File: src/rtl/riscv_pkg.sv
// Shared RV32I pipeline definitions: result-source and ALU encodings and the
// decoded control bundle carried from ID into EX.
package riscv_pkg;

    typedef enum logic [1:0] {
        RES_ALU = 2'b00,
        RES_MEM = 2'b01,
        RES_PC4 = 2'b10
    } result_src_e;

    typedef enum logic [2:0] {
        ALU_ADD = 3'b000,
        ALU_SUB = 3'b001,
        ALU_AND = 3'b010,
        ALU_OR  = 3'b011,
        ALU_XOR = 3'b100,
        ALU_SLT = 3'b101,
        ALU_SLL = 3'b110,
        ALU_SRL = 3'b111
    } alu_op_e;

    localparam logic [4:0] REG_ZERO = 5'd0;

    typedef struct packed {
        logic       RegWrite;
        logic       MemWrite;
        logic       Jump;
        logic       Branch;
        logic       ALUSrc;
        logic [1:0] ResultSrc;
        logic [2:0] ALUControl;
    } ctrl_t;

    // A bubble must not write registers or memory and must not redirect fetch.
    localparam ctrl_t CTRL_BUBBLE = '{
        RegWrite:   1'b0,
        MemWrite:   1'b0,
        Jump:       1'b0,
        Branch:     1'b0,
        ALUSrc:     1'b0,
        ResultSrc:  RES_ALU,
        ALUControl: ALU_ADD
    };

endpackage

File: src/rtl/sat_counter.sv
// Event counter with synchronous active-low clear that sticks at all-ones
// instead of wrapping.
module sat_counter #(
    parameter int WIDTH = 32
) (
    input  logic             clk,
    input  logic             reset,
    input  logic             i_inc,
    output logic [WIDTH-1:0] o_count
);

    logic [WIDTH-1:0] r_count;

    always_ff @(posedge clk) begin
        if (!reset) begin
            r_count <= '0;
        end else if (i_inc && (r_count != '1)) begin
            r_count <= r_count + 1'b1;
        end
    end

    assign o_count = r_count;

endmodule

File: src/rtl/id_ex_stage.sv
// ID->EX pipeline register with load-use stall detection, redirect flush and
// saturating stall/flush event counters.
module id_ex_stage
    import riscv_pkg::*;
#(
    parameter int XLEN  = 32,
    parameter int CNT_W = 32
) (
    input  logic             clk,
    input  logic             reset,
    input  logic [4:0]       RS1D,
    input  logic [4:0]       RS2D,
    input  logic [4:0]       RDD,
    input  logic [XLEN-1:0]  RD1D,
    input  logic [XLEN-1:0]  RD2D,
    input  logic [XLEN-1:0]  ImmExtD,
    input  logic [XLEN-1:0]  PCD,
    input  logic [XLEN-1:0]  PCPlus4D,
    input  logic             RegWriteD,
    input  logic             MemWriteD,
    input  logic             JumpD,
    input  logic             BranchD,
    input  logic             ALUSrcD,
    input  logic [1:0]       ResultSrcD,
    input  logic [2:0]       ALUControlD,
    input  logic             PCSrcE,
    output logic [4:0]       RS1E,
    output logic [4:0]       RS2E,
    output logic [4:0]       RDE,
    output logic [XLEN-1:0]  RD1E,
    output logic [XLEN-1:0]  RD2E,
    output logic [XLEN-1:0]  ImmExtE,
    output logic [XLEN-1:0]  PCE,
    output logic [XLEN-1:0]  PCPlus4E,
    output logic             RegWriteE,
    output logic             MemWriteE,
    output logic             JumpE,
    output logic             BranchE,
    output logic             ALUSrcE,
    output logic [1:0]       ResultSrcE,
    output logic [2:0]       ALUControlE,
    output logic             StallF,
    output logic             StallD,
    output logic             FlushD,
    output logic             FlushE,
    output logic [CNT_W-1:0] stall_count,
    output logic [CNT_W-1:0] flush_count
);

    logic [4:0]      r_rs1, r_rs2, r_rd;
    logic [XLEN-1:0] r_rd1, r_rd2, r_imm, r_pc, r_pc4;
    ctrl_t           r_ctrl;
    ctrl_t           w_ctrlD;
    logic            w_lwStall;
    logic            w_flushE;

    assign w_ctrlD = '{
        RegWrite:   RegWriteD,
        MemWrite:   MemWriteD,
        Jump:       JumpD,
        Branch:     BranchD,
        ALUSrc:     ALUSrcD,
        ResultSrc:  ResultSrcD,
        ALUControl: ALUControlD
    };

    // Only a load sitting in EX can't be forwarded in time; x0 is never a real dependency.
    assign w_lwStall = (r_ctrl.ResultSrc == RES_MEM) && (r_rd != REG_ZERO) &&
                       ((r_rd == RS1D) || (r_rd == RS2D));

    // A taken redirect overrides the stall so the new fetch address isn't held off.
    assign StallF   = w_lwStall && !PCSrcE;
    assign StallD   = w_lwStall && !PCSrcE;
    assign FlushD   = PCSrcE;
    assign w_flushE = w_lwStall || PCSrcE;
    assign FlushE   = w_flushE;

    always_ff @(posedge clk) begin
        if (!reset || w_flushE) begin
            r_rs1  <= REG_ZERO;
            r_rs2  <= REG_ZERO;
            r_rd   <= REG_ZERO;
            r_rd1  <= '0;
            r_rd2  <= '0;
            r_imm  <= '0;
            r_pc   <= '0;
            r_pc4  <= '0;
            r_ctrl <= CTRL_BUBBLE;
        end else begin
            r_rs1  <= RS1D;
            r_rs2  <= RS2D;
            r_rd   <= RDD;
            r_rd1  <= RD1D;
            r_rd2  <= RD2D;
            r_imm  <= ImmExtD;
            r_pc   <= PCD;
            r_pc4  <= PCPlus4D;
            r_ctrl <= w_ctrlD;
        end
    end

    assign RS1E        = r_rs1;
    assign RS2E        = r_rs2;
    assign RDE         = r_rd;
    assign RD1E        = r_rd1;
    assign RD2E        = r_rd2;
    assign ImmExtE     = r_imm;
    assign PCE         = r_pc;
    assign PCPlus4E    = r_pc4;
    assign RegWriteE   = r_ctrl.RegWrite;
    assign MemWriteE   = r_ctrl.MemWrite;
    assign JumpE       = r_ctrl.Jump;
    assign BranchE     = r_ctrl.Branch;
    assign ALUSrcE     = r_ctrl.ALUSrc;
    assign ResultSrcE  = r_ctrl.ResultSrc;
    assign ALUControlE = r_ctrl.ALUControl;

    sat_counter #(.WIDTH(CNT_W)) u_stall_cnt (
        .clk     (clk),
        .reset   (reset),
        .i_inc   (StallD),
        .o_count (stall_count)
    );

    sat_counter #(.WIDTH(CNT_W)) u_flush_cnt (
        .clk     (clk),
        .reset   (reset),
        .i_inc   (PCSrcE),
        .o_count (flush_count)
    );

endmodule

File: config.mk
export PLATFORM = sky130hd
export DESIGN_NAME = id_ex_stage
export DESIGN_NICKNAME = d
export VERILOG_FILES = /design/src/rtl/riscv_pkg.sv /design/src/rtl/sat_counter.sv /design/src/rtl/id_ex_stage.sv
export SDC_FILE = /design/constraint.sdc
export NUM_CORES = 1
export LEC_CHECK = 0
export CORE_AREA = 2 2 169 171
export CTS_BUF_LIST = sky130_fd_sc_hd__clkbuf_8
export CTS_CLUSTER_SIZE = 10
export DETAILED_ROUTE_END_ITERATION = 7
export DIE_AREA = 0 0 171 173
export GPL_TIMING_DRIVEN = 0
export PLACE_DENSITY_LB_ADDON = 0.15
export SLEW_MARGIN = 20
export SYNTH_ARGS = -nofsm -noshare
export SYNTH_HDL_FRONTEND = slang
export SYNTH_SLANG_ARGS = --single-unit
export TNS_END_PERCENT = 50
File: constraint.sdc
create_clock -name clk -period 2.6 [get_ports clk]
set_input_delay 0.52 -clock clk [delete_from_list [all_inputs] [get_ports clk]]
set_output_delay 0.52 -clock clk [all_outputs]
set_load 0.02 [all_outputs]
==> results.cfg <==
[status]
outcome = complete, no violations

[clocking]
path_clk_slew_ns = 0.05
cts_buffers = 44
root_buffer = clkbuf_8
cts_tree = yes
clk_path_buf_depth = 3
h-tree-depth = 2
worst_skew_pair.late_latency_ns = 0.54
cts_num_sinks = 249

[sta]
setup_violations = 0
fin_crit_ns = 2.53
fin_worst_skew_ns = 0.0197
fin_crit_sh = 0.972
hold_viol_final = 0
slew_violations = 0
tightest_slew_ns = 0.603
max_freq_mhz = 396
rsz0062_at_grt = true
max_slew_margin = 0.596

[route]
drt_first_pass_iters = 4
wl_per_cell_um = 17.8
drtIter0Drc = 306
viasPerCell = 4.30
via_count = 7275
route.antenna.remaining_nets = 0
drcViolationCount = 0
drt_wl_total_um = 30200

[floorplan]
core_area_mm2 = 0.0276
fp.dieArea_mm2 = 0.0296
die_h_um = 173
start_util = 0.297
row_count = 61
pin_count = 441
die_w_um = 171

[global_route]
grt_pass1_vias = 7317
grt_max_degree = 20
antenna_found_initial = 7
grt.overflow.total = 0
grtUsageTotal = 0.201
grt_pass1_wl_um = 44500

[worst_setup_path]
critPathBufInv = 2
path_max_fanout = 3
cp_cell_sequence = clkdlybuf4s50_1 > xnor2_1 > nand3_1 > o22ai_4 > and4b_1 > or2_2 > buf_6
cp_data_arrival_time_ns = 2.01
crit_required_ns = 2.08
cp-start-kind = input pin
crit_type = input pin to primary output
crit_family = buffers and inverters
slowest_stage = clkdlybuf4s50_1
cp-end-kind = primary output
slowest_delay_ns = 0.49

[pwr]
p_sw_frac = 0.238
pwr_density_cell_mw_per_mm2 = 594
p_switching_uw = 1980
peakVddDrop_mv = 0.382
internal-power_uw = 6350
power_frac_comb = 0.108
p_leak_uw = 0.00526
p_clk_frac = 0.415
p_seq_frac = 0.478

[logic_synthesis]
async_flop_share = 0
ys_seq_elements = 249
yosys_most_used_dff = dfxtp_1
yosys-top-cells-area = dfxtp_1, and2_1, xnor2_1
synth_edf_count = 0
syn_nets = 982
yosysWarnings = 0
yosysUniqueCellTypes = 39
synthDominantCellAreaShare = 0.608
yosysTopAreaCell = dfxtp_1
postSynthAreaPerCell_um2 = 10.4
ys_seq_area_frac = 0.608
syn_area_mm2 = 0.00820
syn_inst = 792

[final_layout]
multiInputGateArea_mm2 = 0.00305
post-route-util = 0.507
n_fill_cell = 2635
finish.instance_area_mm2 = 0.0140
drive_gt1_frac = 0.0778
seq_area_mm2 = 0.00499
syn2layout_area_growth_pct = 71.0
nets = 1475

[placement]
port_buffers = 439
dpl.hpwl_um = 24000
gp_congestion = 0.835
placed_area_mm2 = 0.0131

[worst_hold_path]
hold_class = input pin to flip-flop

[run]
max_cap_viol_count = 0
final cells by class:
| type | count | area share |
|---|---|---|
| inverters | 11 | 0.00295 |
| plain buffers | 36 | 0.0114 |
| well taps | 378 | 0.0337 |
| flip-flops and latches | 249 | 0.356 |
| clock buffers | 55 | 0.0540 |
| diodes | 2 | 0.000357 |
| multi-input cells | 494 | 0.218 |
| repair buffers | 449 | 0.318 |
| clock inverters | 17 | 0.00544 |
power groups by stage:
| stage | clock (µW) | sequential [µW] | combinational, µW |
|---|---|---|---|
| 2_1_floorplan | 0 | 4210 | 146 |
| 3_3_place_gp | 0 | 4050 | 898 |
| 3_5_place_dp | 0 | 4060 | 898 |
| 4_1_cts | 3570 | 3980 | 908 |
| 5_1_grt | 3730 | 3990 | 955 |
| 6_report | 3450 | 3980 | 896 |
cell usage after synthesis, drive strengths merged, types with 9 or more instances:
cell and n:
dfxtp 249, o21ai 27, or3 27, and2 190, nor2 35, xnor2 27
nand3 28, clkbuf 32, nand2 36, nor3 12, xor2 9, nand4 16
and3 9, inv 11, a21oi 31
sequential cells by signal, indices dropped and copies added (netlist names):
register	flops
ImmExtE	32
PCE	32
PCPlus4E	32
RD1E	32
RD2E	32
u_flush_cnt.o_count	32
u_stall_cnt.o_count	32
RDE	5
RS1E	5
RS2E	5
ALUControlE	3
ResultSrcE	2
ALUSrcE	1
BranchE	1
JumpE	1
MemWriteE	1
RegWriteE	1
worst paths after layout:
| path | start | endpoint | slack (ns) | cells past startpoint |
|---|---|---|---|---|
| hold reg to reg | u_stall_cnt.o_count[22]$_SDFFE_PN0P_ | u_stall_cnt.o_count[22]$_SDFFE_PN0P_ | 0.49 | 2 |
| setup reg to reg | u_stall_cnt.o_count[0]$_SDFFE_PN0P_ | u_stall_cnt.o_count[11]$_SDFFE_PN0P_ | 0.18 | 8 |
| hold / removal | RS1D[3] | RS1E[3]$_SDFF_PP0_ | 0.28 | 2 |
| setup / recovery | RS1D[2] | FlushE | 0.07 | 7 |
kinds of logic after synthesis:
logic type | Yosys count | synth area share
buffers and inverters | 49 | 0.0247
AO/OA/AOI/OAI | 72 | 0.0502
multiplexers | 4 | 0.00488
flip-flops | 249 | 0.608
XOR/XNOR | 36 | 0.0385
adder cells (fa/ha/maj) | 2 | 0.00305
AND/OR/NAND/NOR | 380 | 0.271
cells in the final DEF (no fill, tap or decap), types with 4 or more instances in the layout:
cell	Yosys	layout
nor3_1	12	11
and4_1	7	7
and3_1	9	9
clkbuf_1	32	25
clkbuf_8	0	55
clkbuf_2	0	6
inv_1	10	22
nor2_1	35	35
buf_4	2	13
mux2i_1	4	4
nand4_1	14	14
or4_1	7	7
xnor2_1	27	27
dfxtp_1	249	245
nand2_1	35	34
dfxtp_2	0	4
o31ai_1	6	6
nand2b_1	6	6
xor2_1	9	9
o21ai_0	27	27
and2_1	190	190
or3_1	27	27
nand3_1	28	25
a21oi_1	31	31
clkdlybuf4s50_1	0	432
through the flow:
step                      hold WS, ns  total power, µW  cells  setup WS [ns]  setup TNS [ns]
after floorplan                 0.548             4360    792          0.325               0
after global placement          0.480             4950   1609          -1.15         -180.50
after detailed placement        0.489             4960   1609          -1.09         -167.96
after CTS                       0.361             8450   1681       -0.00927        -0.00927
after global routing            0.278             8670   1691       -0.00584         -0.0112
final                           0.276             8320   1691         0.0721               0
what timing repair did:
action | in CTS | in global routing
hold buffers | 0 | 0
pin swaps | 4 | 8
resized for setup | 29 | 12
buffers inserted | 1 | 9
endpoints found under the setup margin | 169 | 61
layer usage:
| layer | up-vias | wire length, µm | track usage |
|---|---|---|---|
| li1 | 3606 | - | - |
| met1 | 3309 | 11100 | 0.212 |
| met2 | 282 | 15100 | 0.350 |
| met3 | 68 | 2970 | 0.0906 |
| met4 | 10 | 876 | 0.0703 |
| met5 | - | 57 | 0 |
Power figures use the tool's default switching activity.
